File: config.mk
export PLATFORM = sky130hd
export DESIGN_NAME = display_scanner
export DESIGN_NICKNAME = d
export VERILOG_FILES = /design/src/rtl/display_pkg.sv /design/src/rtl/seg7_decode.sv /design/src/rtl/display_scanner.sv
export SDC_FILE = /design/constraint.sdc
export NUM_CORES = 1
export LEC_CHECK = 0
export BUFFER_PORTS_ARGS = -buffer_cell sky130_fd_sc_hd__buf_4
export CORE_MARGIN = 5
export CORE_UTILIZATION = 63
export DETAILED_ROUTE_END_ITERATION = 10
export PLACE_DENSITY = 0.86
export SYNTH_ARGS = -nofsm -noshare
export SYNTH_HDL_FRONTEND = slang
export SYNTH_SLANG_ARGS = --single-unit
File: constraint.sdc
create_clock -name i_Clk -period 9.7 [get_ports i_Clk]
set_clock_uncertainty 0.2 [all_clocks]
set_input_delay 1.94 -clock i_Clk [delete_from_list [all_inputs] [get_ports i_Clk]]
set_output_delay 1.94 -clock i_Clk [all_outputs]
set_load 0.03 [all_outputs]
File: src/rtl/display_pkg.sv
// Shared definitions for the multiplexed 7-segment display blocks:
// scan state encoding, hex glyph table and index-width helper.
package display_pkg;

  typedef enum logic [1:0] {
    IDLE  = 2'd0,
    BLANK = 2'd1,
    SHOW  = 2'd2
  } scan_state_e;

  // Active-high segment patterns, bit 0 = segment a.
  localparam logic [6:0] GLYPH_TABLE [16] = '{
    7'h3F, 7'h06, 7'h5B, 7'h4F, 7'h66, 7'h6D, 7'h7D, 7'h07,
    7'h7F, 7'h6F, 7'h77, 7'h7C, 7'h39, 7'h5E, 7'h79, 7'h71
  };

  function automatic int DIG_W(input int n);
    return (n <= 2) ? 1 : $clog2(n);
  endfunction

endpackage

File: src/rtl/seg7_decode.sv
// Hex nibble to 7-segment glyph, active-high, purely combinational.
module seg7_decode
  import display_pkg::*;
(
  input  logic [3:0] nib_i,
  output logic [6:0] seg_o
);

  assign seg_o = GLYPH_TABLE[nib_i];

endmodule

File: src/rtl/display_scanner.sv
// Multiplexed N-digit 7-segment scanner with blanking gaps between digits,
// double-buffered digit data and leading-zero suppression.
module display_scanner
  import display_pkg::*;
#(
  parameter int N_DIG       = 4,
  parameter int ON_TICKS    = 4,
  parameter int BLANK_TICKS = 1,
  parameter bit ACT_LOW     = 1'b1
) (
  input  logic               i_Clk,
  input  logic               i_Rst,
  input  logic               i_Tick,
  input  logic               i_En,
  input  logic               i_Load,
  input  logic [4*N_DIG-1:0] i_Digits,
  input  logic [N_DIG-1:0]   i_Dp,
  input  logic               i_Lz,
  output logic [N_DIG-1:0]   o_An,
  output logic [6:0]         o_Seg,
  output logic               o_Dp,
  output logic               o_Frame
);

  localparam int              DW        = DIG_W(N_DIG);
  localparam logic [DW-1:0]   LAST_IDX  = DW'(N_DIG - 1);
  localparam logic [7:0]      ON_CNT    = 8'(ON_TICKS);
  localparam logic [7:0]      BLANK_CNT = 8'(BLANK_TICKS);
  localparam logic [N_DIG-1:0] AN_OFF   = {N_DIG{ACT_LOW}};
  localparam logic [6:0]      SEG_OFF   = {7{ACT_LOW}};

  scan_state_e state_q, state_d;
  logic [7:0]  cnt_q, cnt_d, cnt_inc;
  logic [DW-1:0] idx_q, idx_d;
  logic [4*N_DIG-1:0] shadow_dig_q, shadow_dig_d, active_dig_q, active_dig_d;
  logic [N_DIG-1:0]   shadow_dp_q, shadow_dp_d, active_dp_q, active_dp_d;
  logic frame_q, frame_d;
  logic [N_DIG-1:0] an_q, an_d, an_act;
  logic [6:0]       seg_q, seg_d, seg_act, glyph;
  logic             dp_q, dp_d, dp_act;
  logic [N_DIG-1:0] lz_dark;
  logic             lz_run;
  logic [3:0]       sel_nib;

  assign cnt_inc = cnt_q + 8'd1;

  always_comb begin
    state_d = state_q;
    cnt_d   = cnt_q;
    idx_d   = idx_q;
    frame_d = 1'b0;
    if (!i_En) begin
      state_d = IDLE;
      cnt_d   = '0;
      idx_d   = '0;
    end else begin
      case (state_q)
        IDLE: begin
          state_d = BLANK;
          cnt_d   = '0;
          idx_d   = '0;
        end
        BLANK: begin
          if (BLANK_TICKS == 0) begin
            state_d = SHOW;
            cnt_d   = '0;
          end else if (i_Tick) begin
            if (cnt_inc == BLANK_CNT) begin
              state_d = SHOW;
              cnt_d   = '0;
            end else begin
              cnt_d = cnt_inc;
            end
          end
        end
        SHOW: begin
          if (i_Tick) begin
            if (cnt_inc == ON_CNT) begin
              state_d = BLANK;
              cnt_d   = '0;
              if (idx_q == LAST_IDX) begin
                idx_d   = '0;
                frame_d = 1'b1;
              end else begin
                idx_d = idx_q + DW'(1);
              end
            end else begin
              cnt_d = cnt_inc;
            end
          end
        end
        default: state_d = IDLE;
      endcase
    end
  end

  // Active buffer only changes while idle or in the o_Frame cycle, so a
  // frame is never drawn from two different loads.
  always_comb begin
    shadow_dig_d = i_Load ? i_Digits : shadow_dig_q;
    shadow_dp_d  = i_Load ? i_Dp     : shadow_dp_q;
    active_dig_d = active_dig_q;
    active_dp_d  = active_dp_q;
    if (state_q == IDLE || frame_q) begin
      active_dig_d = shadow_dig_d;
      active_dp_d  = shadow_dp_d;
    end
  end

  // Walk from the most significant digit down; the run breaks at the first
  // non-zero digit or requested decimal point.
  always_comb begin
    lz_run  = 1'b1;
    lz_dark = '0;
    for (int k = N_DIG - 1; k >= 0; k--) begin
      lz_run     = lz_run && (active_dig_d[4*k +: 4] == 4'd0) && !active_dp_d[k];
      lz_dark[k] = lz_run && i_Lz && (k != 0);
    end
  end

  assign sel_nib = active_dig_d[{idx_d, 2'b00} +: 4];

  seg7_decode u_decode (
    .nib_i (sel_nib),
    .seg_o (glyph)
  );

  always_comb begin
    an_act  = '0;
    seg_act = '0;
    dp_act  = 1'b0;
    if (state_d == SHOW) begin
      an_act = {{(N_DIG-1){1'b0}}, 1'b1} << idx_d;
      if (!lz_dark[idx_d]) begin
        seg_act = glyph;
        dp_act  = active_dp_d[idx_d];
      end
    end
    an_d  = an_act ^ AN_OFF;
    seg_d = seg_act ^ SEG_OFF;
    dp_d  = dp_act ^ ACT_LOW;
  end

  always_ff @(posedge i_Clk or negedge i_Rst) begin
    if (!i_Rst) begin
      state_q      <= IDLE;
      cnt_q        <= '0;
      idx_q        <= '0;
      shadow_dig_q <= '0;
      shadow_dp_q  <= '0;
      active_dig_q <= '0;
      active_dp_q  <= '0;
      frame_q      <= 1'b0;
      an_q         <= AN_OFF;
      seg_q        <= SEG_OFF;
      dp_q         <= ACT_LOW;
    end else begin
      state_q      <= state_d;
      cnt_q        <= cnt_d;
      idx_q        <= idx_d;
      shadow_dig_q <= shadow_dig_d;
      shadow_dp_q  <= shadow_dp_d;
      active_dig_q <= active_dig_d;
      active_dp_q  <= active_dp_d;
      frame_q      <= frame_d;
      an_q         <= an_d;
      seg_q        <= seg_d;
      dp_q         <= dp_d;
    end
  end

  assign o_An    = an_q;
  assign o_Seg   = seg_q;
  assign o_Dp    = dp_q;
  assign o_Frame = frame_q;

endmodule

Word level (Yosys, flattened, before mapping)
Memories as Yosys holds them, arrays and structs flattened.
Index checks and enable logic that the tools add are counted.
{ "classes": {"addsub": 2, "mul": 0, "div_mod_pow": 0, "order_cmp": 2, "n_eq_ne": 9, "shifts": 2, "n_mux": 37, "bitwise": 4, "n_reduce_logical": 17} }
{ "ops": {"columns": ["operator", "count"], "rows": [
  ["8-bit two-way mux", 5],
  ["16-bit two-way mux", 2],
  ["7-bit two-way mux", 4],
  ["8-bit one-hot mux with 3 select lines", 1],
  ["2-bit two-way mux", 9],
  ["16-bit by 5-bit variable part select with 4-bit output", 1],
  ["4-bit logical NOT", 3],
  ["4-bit two-way mux", 3],
  ["1-bit two-way mux", 9],
  ["8-bit by 1-bit adder with 8-bit output (second input constant)", 1],
  ["8-bit by 1-bit == test with 1-bit output (second input constant)", 1],
  ["8-bit by 3-bit == test with 1-bit output (second input constant)", 1],
  ["1-bit logical AND", 8],
  ["7-bit NOT", 1],
  ["2-bit == test (second input constant)", 3],
  ["3-bit != test (second input constant)", 2],
  ["2-bit one-hot mux with 3 select lines", 1],
  ["5-bit >= comparator (second input constant)", 1],
  ["4-bit NOT with 5-bit output", 1],
  ["1-bit binary-select mux with 2-bit select", 2],
  ["4-bit by 1-bit != test with 1-bit output (second input constant)", 1],
  ["4-bit NOT", 1],
  ["2-bit one-hot mux with 2 select lines", 1],
  ["1-bit by 2-bit left shift with 4-bit output (first input constant)", 1],
  ["other kinds (8)", 10]
]} }
{ "totals": {"regBits": 65, "latch_bits": 0, "ramBits": 0, "romBits": 112, "input_bits": 26, "output_inout_bits": 13, "wordCells": 85, "mem_count": 1} }
{ "mem_list": {"columns": ["name", "depth", "width", "rd", "rd_ports_with_merged_regs", "wr", "line_no", "rtl"], "rows": [
  ["(name not given)", 16, 7, 1, 0, 0, "seg7_decode.sv:9", "assign seg_o = GLYPH_TABLE[nib_i];"]
]} }

Longest topological paths before layout
Gate-level depths: netlist of run 1.
{ "logic_depth": {"ltp_word": 15, "ltp_mapped": 16, "depth_no_buf": 15} }

Hierarchy
From an unflattened synthesis of run 1, not the netlist that was laid out.
{ "hier_totals": {"cells_unflattened": 300, "hier_area_um2": 3449.6} }
{ "modules_own_cells": {"columns": ["mod", "n_inst", "cells_per_inst", "area_each_um2", "seq_area_each_um2"], "rows": [
  ["display_scanner", 1, 267, 3163.0, 1641.6],
  ["seg7_decode", 1, 33, 286.5, 0.0]
]} }

Least setup slack after synthesis of run 1
No wires, ideal clock.
{ "synth_timing": {"path_kind": "input to register", "from": "in i_En", "to": "reg seg_q[6], in the netlist o_Seg[6]", "setup_ns": 0.083, "t_arrival_ns": 4.641, "t_required_ns": 9.417, "setup_slack_ns": 4.775, "path_stages": 11, "n_path_buf": 2, "cell_sequence": "clkbuf_1 -> or4bb_1 -> nor3_1 -> nor3_2 -> buf_2 -> mux2i_1 -> mux2i_1 -> inv_1 -> ha_1 -> mux2_2 -> a221o_1"} }
{ "synth_between": {"elab_chain_len": 9, "elab_cells_between_ends": 13, "cone_classes": "eq/ne (1); shift (1); mux (8); bitwise (2); memory (1)"} }
{ "synth_rtl": {"columns": ["item", "line_no", "rtl"], "rows": [
  ["from (decl)", "display_scanner.sv:14", "input logic i_En,"],
  ["2-bit two-way mux", "display_scanner.sv:52", "if (!i_En) begin"],
  ["16-bit by 5-bit variable part select with 4-bit output", "display_scanner.sv:121", "assign sel_nib = active_dig_d[{idx_d, 2'b00} +: 4];"],
  ["4-bit NOT with 5-bit output (not written as such)", "seg7_decode.sv:9", null],
  ["memory read 16 x 7 bit", null, null],
  ["7-bit two-way mux (not written as such) (2 in a row)", "seg7_decode.sv:9", null],
  ["7-bit two-way mux", "display_scanner.sv:134", "if (!lz_dark[idx_d]) begin"],
  ["7-bit two-way mux (*)", "display_scanner.sv:132", "if (state_d == SHOW) begin"],
  ["7-bit NOT (no source line) (*)", null, null],
  ["net seg_d[6]", "display_scanner.sv:39", "logic [6:0] seg_q, seg_d, seg_act, glyph;"],
  ["to (signal assigned)", "display_scanner.sv:167", "seg_q <= seg_d;"],
  ["to (decl)", "display_scanner.sv:39", null]
]} }
The timed path passes the listed nets; every way through them passes the cells marked *. The select of a mux whose other input is x is not followed.
A chain may end at the register's enable or synchronous reset.

Worst setup path after layout of run 1
{ "layout_timing": {"from": "in i_Tick", "to": "reg seg_q[5], in the netlist o_Seg[5]"} }
{ "layout_between": {"elab_chain_len": 11, "elab_cells_between_ends": 18, "cone_classes": "eq/ne (1); shift (1); mux (13); bitwise (2); memory (1)"} }
{ "layout_rtl": {"columns": ["item", "line_no", "rtl"], "rows": [
  ["from (decl)", "display_scanner.sv:13", "input logic i_Tick,"],
  ["2-bit two-way mux", "display_scanner.sv:77", "if (i_Tick) begin"],
  ["2-bit one-hot mux with 2 select lines", "display_scanner.sv:57", "case (state_q)"],
  ["2-bit two-way mux", "display_scanner.sv:52", null],
  ["16-bit by 5-bit variable part select with 4-bit output", "display_scanner.sv:121", null],
  ["4-bit NOT with 5-bit output (not written as such)", "seg7_decode.sv:9", null],
  ["memory read 16 x 7 bit", null, null],
  ["7-bit two-way mux (not written as such) (2 in a row)", "seg7_decode.sv:9", null],
  ["7-bit two-way mux", "display_scanner.sv:134", null],
  ["7-bit two-way mux (*)", "display_scanner.sv:132", null],
  ["7-bit NOT (no source line) (*)", null, null],
  ["net seg_d[5]", "display_scanner.sv:39", null]
]} }
Marks and branches as above.

==> flow_summary.json, run 1 <==
{
  "clk_latency_ns": 0.35,
  "power.total_w": 0.000742,
  "postSynthCellCount": 338,
  "dr.pass1.iters": 4,
  "crit_fanout": 11,
  "ys_types": 59,
  "io_buffers": 38,
  "layout-drive-gt1-share_pct": 24.4,
  "viasPerCell": 5.75,
  "dieArea_um2": 7020,
  "grt_setup_unrepaired": "no",
  "final_cell_mix": "dfrtp_1, buf_4, inv_1",
  "start_kind": "input pin",
  "hold_buffers": 0,
  "setup_viol": 0,
  "grtUsageTotal_pct": 22.0,
  "p_switching_w": 0.000202,
  "die_y_um": 83.8,
  "rows": 26,
  "core_area_um2": 5200,
  "status": "finished, final reports clean",
  "overflow": 0,
  "drtIter0Drc": 196,
  "r2r-start": "cnt_q[0]$_DFFE_PN0P_",
  "r2r_slack_ns": 4.95,
  "hold_viol_final": 0,
  "required_ns": 9.77,
  "worst_pin_slew_ns": 0.781,
  "async_flop_share_pct": 100,
  "period_share_pct": 55.2,
  "synth_edf_count": 0,
  "placed_area_um2": 3730,
  "p_per_area_nw_per_um2": 186,
  "slew_viol_final": 0,
  "yosysTopAreaCellShare_pct": 38.7,
  "hold_end": "shadow_dig_q[7]$_DFF_PN0_",
  "p_seq_share_pct": 41.8,
  "switching_share_pct": 27.2,
  "cts_tree": "built",
  "clkPwrFrac_pct": 39.1,
  "ys_warn_count": 0,
  "synth_seq_cells": 65,
  "clk_pin_slew_ns": 0.07,
  "synth_seq_area_share_pct": 47.9,
  "ios": 39,
  "critPathKind": "in2reg",
  "netlist_area_um2": 3430,
  "p_leak_nw": 1.86,
  "fin_nets": 412,
  "r2r-end": "o_Seg[5]$_DFF_PN1_",
  "critical-path-max-stage-delay_ns": 0.64,
  "gp_congestion": 0.902,
  "antenna_found_initial": 0,
  "setup_slack_ns": 4.35,
  "relSlewSlack_pct": 48.0,
  "ant_nets": 0,
  "grt_pass1_vias": 2565,
  "p_int_w": 0.000540,
  "yosysTopAreaCell": "dfrtp_1",
  "synth_ff_type": "dfrtp_1",
  "syn_avg_cell_area_um2": 10.1,
  "numCtsBuffers": 9,
  "n_antenna_cell": 0,
  "crit_chain": "buf_4 -> nand3_2 -> or4_4 -> o2111a_1 -> nor3_2 -> inv_2 -> a211oi_1 -> or2_2 -> inv_1 -> ha_1 -> mux2_4 -> a221o_1",
  "dp_hpwl_um": 5060,
  "hold_class": "reg2reg",
  "critPathSlowestCell": "nor3_2",
  "synth_nets": 378,
  "root_buffer": "clkbuf_8",
  "stdcell_area_um2": 3990,
  "cp-end-kind": "flop",
  "vias": 2570,
  "peakVddDrop_mv": 0.0990,
  "dp.cells": 431,
  "arrival_ns": 5.42,
  "cts_resized": 0,
  "grt_first_pass_wirelength_um": 12300,
  "min-delay-start": "shadow_dig_q[7]$_DFF_PN0_",
  "die_w_um": 83.8,
  "clkSinkCount": 65,
  "start_util_pct": 65.9,
  "ys_top_cells_by_area": "dfrtp_1, dfstp_2, mux2i_1",
  "r2r_cells": 13,
  "tns_ns": 0,
  "post-cts-setup-buffers": 0,
  "final_common_cell": "dfrtp_1",
  "wire_per_inst_um": 16.0,
  "comb_power_share_pct": 19.1,
  "cts_buffer_depth": 2,
  "min_period_ns": 5.35,
  "grt_max_degree": 66,
  "clock.fmax_mhz": 187,
  "drc_errors": 0,
  "pre_cts_ws_ns": 4.04,
  "stdcell_count": 447,
  "htreeDepth": 3,
  "synthToLayoutAreaGrowth_pct": 16.2,
  "totalWireLength_um": 7140,
  "hold_depth": 2,
  "cap_violations": 0
}
[how the worst max path moves through the flow]
stage,to,depth (start not counted),startpoint,slack [ns]
2_1_floorplan,o_Seg[6]$_DFF_PN1_,11,i_En,4.78
5_1_grt,o_Seg[5]$_DFF_PN1_,12,i_Tick,4.16
3_5_place_dp,o_Seg[5]$_DFF_PN1_,12,i_Tick,4.04
6_report,o_Seg[5]$_DFF_PN1_,12,i_Tick,4.35
4_1_cts,o_Seg[5]$_DFF_PN1_,12,i_Tick,4.41
3_3_place_gp,o_Seg[5]$_DFF_PN1_,12,i_Tick,4.23
[metal layers]
metal	global-route usage, %	wire length (um)
met1	27.1	3070
met5	0	0
met3	7.01	386
met2	36.8	3620
met4	6.58	71
[final cells by class]
cell class                      instances  area [um^2]
Sequential cell                        65         1640
Multi-Input combinational cell        221         1580
Fill cell                             367         1220
Timing Repair Buffer                   38          285
Clock buffer                           12          155
Inverter                               37          139
Clock inverter                          4         98.8
Tap cell                               70         87.6
[logic make-up after synthesis]
family	Yosys count	synth area share [%]
XOR/XNOR	5	1.50
multiplexers	35	10.8
flip-flops	65	47.9
AND/OR/NAND/NOR	102	15.2
AO/OA/AOI/OAI	65	13.4
adder cells (fa/ha/maj)	14	5.11
buffers and inverters	52	6.13
[sequential cells by signal, indices dropped and copies added (netlist names)]
name          cells
active_dig_q     16
shadow_dig_q     16
cnt_q             8
o_Seg             7
active_dp_q       4
o_An              4
shadow_dp_q       4
idx_q             2
state_q           2
o_Dp              1
o_Frame           1
[synth_stat cells (2+ instances only)]
cell type / number
dfrtp_1: 53
inv_1: 35
nor2_1: 27
nand2_1: 25
mux2i_1: 22
o21ai_0: 15
ha_1: 14
dfstp_2: 12
mux2_2: 12
a21oi_1: 10
a211oi_1: 9
clkbuf_1: 9
nor4_1: 8
a31oi_1: 7
and3_1: 7
nor3_1: 6
and2_1: 4
nand3_1: 4
nand4_1: 4
buf_2: 3
nor3b_1: 3
o31ai_1: 3
or2_2: 3
xnor2_1: 3
a211o_1: 2
a221o_1: 2
nor2_2: 2
nor4b_1: 2
o41ai_1: 2
[power groups by stage]
stage / Clock (W) / Combinational (W) / Sequential, W
detailed placement: 0 / 0.000138 / 0.000315
finish: 0.000290 / 0.000142 / 0.000310
CTS: 0.000293 / 0.000140 / 0.000310
floorplan: 0 / 0.0000965 / 0.000315
global route: 0.000306 / 0.000158 / 0.000313
global placement: 0 / 0.000133 / 0.000313
[metrics by stage]
| step | hold slack, ns | utilization [%] |
|---|---|---|
| floorplan | 0.247 | - |
| global placement | 0.263 | 71.7 |
| detailed placement | 0.271 | 71.7 |
| CTS | 0.288 | 76.6 |
| global route | 0.313 | 76.6 |
| finish | 0.284 | 76.6 |
[critical path: cells and delay by family]
| family | cells | cell delay [ns] |
|---|---|---|
| buf+inv | 3 | 0.42 |
| compound gates | 3 | 1.01 |
| mux | 1 | 0.29 |
| fa+ha+maj | 1 | 0.24 |
| simple gates | 4 | 1.54 |
Power figures use the tool's default switching activity.
==> run 2: changes to the inputs <==
ABC_AREA = 1   (was default)
CORE_UTILIZATION = 59   (was 63)
PLACE_DENSITY = 0.81   (was 0.86)
clock period = 5.4 ns   (was 9.7 ns; I/O delays follow)
==> run 2 against run 1 <==
Against the previous run: via count up 18%; count of clock-buffer cells in the layout decreased by 1; power increased by 65%; synthesized area is 5.5% higher; die area grew 11%; clock power increased by 59%; cell count up 28%; hold slack better by 0.013 ns; worst setup slack worse by 2.3 ns; critical path type is now reg2reg; largest cell class is now multi-input combinational cells; largest power group unchanged.
==> flow_summary.json, run 2 <==
{
  "antenna_found_initial": 0,
  "cap_violations": 0,
  "synth_seq_cells": 65,
  "slew_viol_final": 0,
  "p_int_w": 0.000875,
  "cts_resized": 0,
  "crit_top_cell": "nand2_1",
  "drtIter0Drc": 218,
  "cts_tree": "built",
  "hold_depth": 1,
  "ant_nets": 0,
  "grt_setup_unrepaired": "no",
  "wire_per_inst_um": 13.4,
  "syn_avg_cell_area_um2": 7.99,
  "crit_chain": "inv_1 -> ha_1 -> nor2_1 -> buf_4 -> inv_1 -> or2_2 -> o21ai_1 -> nand2_1 -> nor3_1 -> nand3_1 -> nor2_1 -> nand2_1 -> o21ai_1 -> nand2_1 -> nand2_1 -> nor2_2 -> nand2_1 -> inv_1 -> nand2_1",
  "yosysTopAreaCellShare_pct": 36.7,
  "tns_ns": 0,
  "rows": 28,
  "min_period_ns": 3.32,
  "clk_latency_ns": 0.35,
  "cp-end-kind": "flop",
  "comb_power_share_pct": 18.1,
  "die_y_um": 88.3,
  "overflow": 0,
  "totalWireLength_um": 7630,
  "core_area_um2": 5960,
  "grt_max_degree": 66,
  "hold_class": "reg2reg",
  "io_buffers": 38,
  "worst_pin_slew_ns": 0.782,
  "numCtsBuffers": 9,
  "crit_start": "state_q[0]$_DFF_PN0_",
  "crit_fanout": 30,
  "relSlewSlack_pct": 47.8,
  "largest_registers": "active_dig_q: 16 flops, shadow_dig_q: 16 flops, cnt_q: 8 flops",
  "post-cts-setup-buffers": 0,
  "p_per_area_nw_per_um2": 295,
  "dieArea_um2": 7800,
  "vias": 3025,
  "yosysTopAreaCell": "dfrtp_1",
  "htreeDepth": 3,
  "die_w_um": 88.3,
  "ys_top_cells_by_area": "dfrtp_1, nand2_1, dfstp_2",
  "clkSinkCount": 65,
  "final_common_cell": "nand2_1",
  "critPathKind": "reg2reg",
  "clock.fmax_mhz": 301,
  "p_switching_w": 0.000347,
  "ios": 39,
  "p_seq_share_pct": 44.2,
  "layout-drive-gt1-share_pct": 21.4,
  "r2r_slack_ns": 2.08,
  "r2r-start": "state_q[0]$_DFF_PN0_",
  "hold_end": "shadow_dig_q[3]$_DFF_PN0_",
  "cts_buffer_depth": 2,
  "r2r-end": "o_Seg[1]$_DFF_PN1_",
  "utilization_pct": 69.6,
  "hold_viol_final": 0,
  "drc_errors": 0,
  "clk_pin_slew_ns": 0.08,
  "min-delay-start": "shadow_dig_q[3]$_DFF_PN0_",
  "fin_nets": 530,
  "peakVddDrop_mv": 0.143,
  "grt_pass1_vias": 2975,
  "final_cell_mix": "nand2_1, inv_1, dfrtp_1",
  "root_buffer": "clkbuf_8",
  "gp_congestion": 0.919,
  "async_flop_share_pct": 100,
  "start_kind": "flop",
  "start_util_pct": 60.8,
  "critical-path-max-stage-delay_ns": 0.40,
  "ys_warn_count": 0,
  "status": "finished, final reports clean",
  "n_antenna_cell": 0,
  "synth_nets": 493,
  "synth_most_common_cell": "nand2_1",
  "p_leak_nw": 2.10,
  "synth_edf_count": 0,
  "r2r_cells": 19,
  "critPathSlowestCell": "dfrtp_1",
  "clkPwrFrac_pct": 37.7,
  "dp_hpwl_um": 5580,
  "grtUsageTotal_pct": 22.0,
  "grt_first_pass_wirelength_um": 13400,
  "required_ns": 5.49,
  "netlist_area_um2": 3620,
  "ys_types": 33,
  "arrival_ns": 3.41,
  "postSynthCellCount": 453,
  "synthToLayoutAreaGrowth_pct": 14.6,
  "setup_viol": 0,
  "switching_share_pct": 28.4,
  "hold_buffers": 0,
  "synth_seq_area_share_pct": 45.4,
  "dr.pass1.iters": 5,
  "synth_commonest_cells": "nand2_1, inv_1, dfrtp_1",
  "synth_ff_type": "dfrtp_1",
  "viasPerCell": 5.31,
  "period_share_pct": 61.5
}
==> run 2: per-layer routing <==
layer  global-route usage (%)  routed length (um)
met5                        0                   0
met4                     7.69                 156
met3                     4.75                 414
met2                     36.0                3780
met1                     29.0                3270
==> run 2: layout make-up <==
class / count / area (um^2)
multi-input combinational: 314 / 1670
clock buffer: 11 / 141
fill: 516 / 1810
timing repair buffer: 39 / 293
sequential: 65 / 1640
clock inverter: 5 / 78.8
inverter: 61 / 229
tap: 75 / 93.8
==> run 2: critical path, delay by kind of cell (launching register included) <==
| family | cells | cell delay, ns |
|---|---|---|
| buffers and inverters | 4 | 0.61 |
| AOI/OAI and AO/OA | 2 | 0.31 |
| adders and majority gates | 1 | 0.25 |
| DFF | 1 | 0.40 |
| and+or+nand+nor | 12 | 1.48 |
==> run 2: how the worst max path moves through the flow <==
stage | end | slack, ns | depth (start not counted)
after CTS | o_Seg[1]$_DFF_PN1_ | 2.12 | 19
after detailed placement | o_Seg[1]$_DFF_PN1_ | 1.90 | 15
after global placement | o_Seg[1]$_DFF_PN1_ | 1.96 | 15
final | o_Seg[1]$_DFF_PN1_ | 2.08 | 19
after global routing | o_Seg[6]$_DFF_PN1_ | 1.68 | 19
after floorplan | o_Seg[0]$_DFF_PN1_ | 2.44 | 13
==> run 2: logic make-up after synthesis <==
logic type      count (synthesis)  share of synthesized area (%)
flops                          65                           45.4
mux                             7                           2.18
simple gates                  241                           30.9
fa+ha+maj                      14                           4.84
compound gates                 51                           7.92
xor+xnor                        1                          0.242
buf+inv                        74                           8.51
==> run 2: power groups by stage <==
stage / Combinational (W) / Sequential (W) / Clock [W]
after CTS: 0.000220 / 0.000541 / 0.000466
after global routing: 0.000256 / 0.000544 / 0.000490
after floorplan: 0.000151 / 0.000548 / 0
final: 0.000221 / 0.000540 / 0.000461
after detailed placement: 0.000218 / 0.000550 / 0
after global placement: 0.000213 / 0.000547 / 0
==> run 2: per-stage QoR <==
stage | cell area (um^2) | hold slack (ns) | setup WS (ns) | total power (W) | std cells
2_1_floorplan | 3620 | 0.245 | 2.44 | 0.000699 | 453
3_3_place_gp | 3930 | 0.260 | 1.96 | 0.000760 | 554
3_5_place_dp | 3930 | 0.288 | 1.90 | 0.000767 | 554
4_1_cts | 4150 | 0.302 | 2.12 | 0.00123 | 570
5_1_grt | 4150 | 0.312 | 1.68 | 0.00129 | 570
6_report | 4150 | 0.296 | 2.08 | 0.00122 | 570
==> run 3: changes to the inputs <==
ABC_AREA = 0   (was 1)
CORE_UTILIZATION = 58   (was 59)
PLACE_DENSITY = 0.8   (was 0.81)
clock period = 3.1 ns   (was 5.4 ns; I/O delays follow)
==> run 3 against run 2 <==
Against the previous run: the flow now finishes with violations (setup timing); fmax decreased by 11%; clock power is 100% higher; design area grew 22%; worst setup slack lost 2.7 ns; core utilization up 17 points; register-to-register slack worse by 2.7 ns; critical path depth decreased by 6; non-clock buffer count grew 90; first-iteration DRC count increased by 61%; critical path type unchanged; largest cell class unchanged; highest routed layer unchanged.
==> flow_summary.json, run 3 (synthesis results as in run 1) <==
{
  "stdcell_area_um2": 5070,
  "clk_latency_ns": 0.36,
  "crit_fanout": 6,
  "final_common_cell": "buf_4",
  "violations": "setup timing",
  "hold_buffers": 0,
  "htreeDepth": 3,
  "core_area_um2": 5850,
  "r2r_cells": 13,
  "synthToLayoutAreaGrowth_pct": 47.8,
  "power.total_w": 0.00269,
  "totalWireLength_um": 11700,
  "die_y_um": 86.9,
  "overflow": 0,
  "setup_viol": 8,
  "p_int_w": 0.00187,
  "setup_slack_ns": -0.620,
  "placed_area_um2": 4370,
  "relSlewSlack_pct": 47.1,
  "clkSinkCount": 65,
  "r2r-start": "cnt_q[0]$_DFFE_PN0P_",
  "status": "complete, but fails checks",
  "dp_hpwl_um": 6020,
  "grtUsageTotal_pct": 29.8,
  "critPathKind": "reg2reg",
  "r2r_slack_ns": -0.62,
  "dieArea_um2": 7550,
  "start_util_pct": 58.6,
  "grt_pass1_vias": 3380,
  "arrival_ns": 3.81,
  "rows": 28,
  "fin_nets": 505,
  "io_buffers": 38,
  "p_per_area_nw_per_um2": 532,
  "cap_violations": 0,
  "antenna_found_initial": 0,
  "worst_pin_slew_ns": 0.793,
  "die_w_um": 86.9,
  "crit_start": "cnt_q[0]$_DFFE_PN0P_",
  "clk_pin_slew_ns": 0.08,
  "utilization_pct": 86.6,
  "min_period_ns": 3.72,
  "largest_registers": "active_dig_q: 16 flops, shadow_dig_q: 16 flops, cnt_q: 8 flops",
  "comb_power_share_pct": 29.6,
  "switching_share_pct": 30.6,
  "required_ns": 3.19,
  "clkPwrFrac_pct": 34.3,
  "hold_viol_final": 0,
  "p_leak_nw": 2.35,
  "cts_tree": "built",
  "wire_per_inst_um": 21.4,
  "hold_class": "in2async",
  "peakVddDrop_mv": 0.530,
  "numCtsBuffers": 9,
  "start_kind": "flop",
  "n_antenna_cell": 0,
  "drc_errors": 0,
  "grt_setup_unrepaired": "yes",
  "ant_nets": 0,
  "grt_first_pass_wirelength_um": 16800,
  "grt_max_degree": 66,
  "cts_buffer_depth": 2,
  "vias": 3420,
  "endpoint": "o_Seg[6]$_DFF_PN1_",
  "dr.pass1.iters": 6,
  "p_seq_share_pct": 36.1,
  "root_buffer": "clkbuf_8",
  "n_fill_cell": 272,
  "r2r-end": "o_Seg[6]$_DFF_PN1_",
  "layout-drive-gt1-share_pct": 47.9,
  "cp-end-kind": "flop",
  "clock.fmax_mhz": 269,
  "period_share_pct": 120,
  "p_switching_w": 0.000823,
  "ios": 39,
  "gp_congestion": 0.915,
  "final_cell_mix": "buf_4, dfrtp_1, inv_1",
  "viasPerCell": 6.28,
  "drtIter0Drc": 352,
  "slew_viol_final": 0
}
## run 3: metal layers
metal / wire [um] / global-route usage, %
met5: 0 / 0
met4: 838 / 17.7
met3: 949 / 6.15
met2: 5810 / 52.9
met1: 4070 / 32.4
## run 3: per-stage QoR
step,setup slack [ns],hold WS (ns),std cells,TNS [ns]
final,-0.620,0.140,545,-4.06
after global routing,-0.754,0.213,545,-5.36
after detailed placement,-0.524,0.276,512,-3.23
after global placement,-0.412,0.263,512,-2.50
after floorplan,-0.451,0.124,338,-2.23
after CTS,-0.453,0.171,540,-2.59
## run 3: power groups by stage
stage / logic [W] / clock network, W / registers, W
floorplan: 0.000319 / 0 / 0.000986
global placement: 0.000553 / 0 / 0.000977
detailed placement: 0.000572 / 0 / 0.000983
CTS: 0.000667 / 0.000917 / 0.000969
global route: 0.000836 / 0.000961 / 0.000980
finish: 0.000798 / 0.000924 / 0.000973
## run 3: how the worst min path moves through the flow
stage,from,endpoint,slack [ns],depth (start not counted)
2_1_floorplan,i_Rst,active_dig_q[0]$_DFF_PN0_,0.12,0
3_3_place_gp,shadow_dig_q[1]$_DFF_PN0_,shadow_dig_q[1]$_DFF_PN0_,0.26,2
3_5_place_dp,shadow_dig_q[7]$_DFF_PN0_,shadow_dig_q[7]$_DFF_PN0_,0.28,2
4_1_cts,i_Rst,cnt_q[4]$_DFFE_PN0P_,0.17,1
5_1_grt,i_Rst,cnt_q[6]$_DFFE_PN0P_,0.21,1
6_report,i_Rst,state_q[0]$_DFF_PN0_,0.14,1
## run 3: area by class of cell
class / instances / area (um^2) / share of cell area [%]
multi-input combinational: 223 / 1930 / 38.1
sequential: 65 / 1640 / 32.4
timing repair buffer: 129 / 1000 / 19.8
clock buffer: 12 / 155 / 3.06
inverter: 37 / 144 / 2.84
clock inverter: 4 / 98.8 / 1.95
tap: 75 / 93.8 / 1.85
## run 3: worst max-delay path: stages, from the launching register on
cell and delay, ns:
dfrtp_2 0.45, ha_4 0.21, xor2_4 0.15, nand3_2 0.09, or4_4 0.54, o2111a_2 0.30, nor3_4 0.22, buf_6 0.20
mux2i_4 0.08, mux2i_4 0.32, inv_2 0.13, ha_2 0.22, mux2_2 0.26, a221o_1 0.29
## run 3: repair_timing
item,in CTS,in global routing
pin swaps,11,6
resized for setup,36,23
gates cloned,1,1
endpoints found under the setup margin,8,8
buffers inserted,11,6
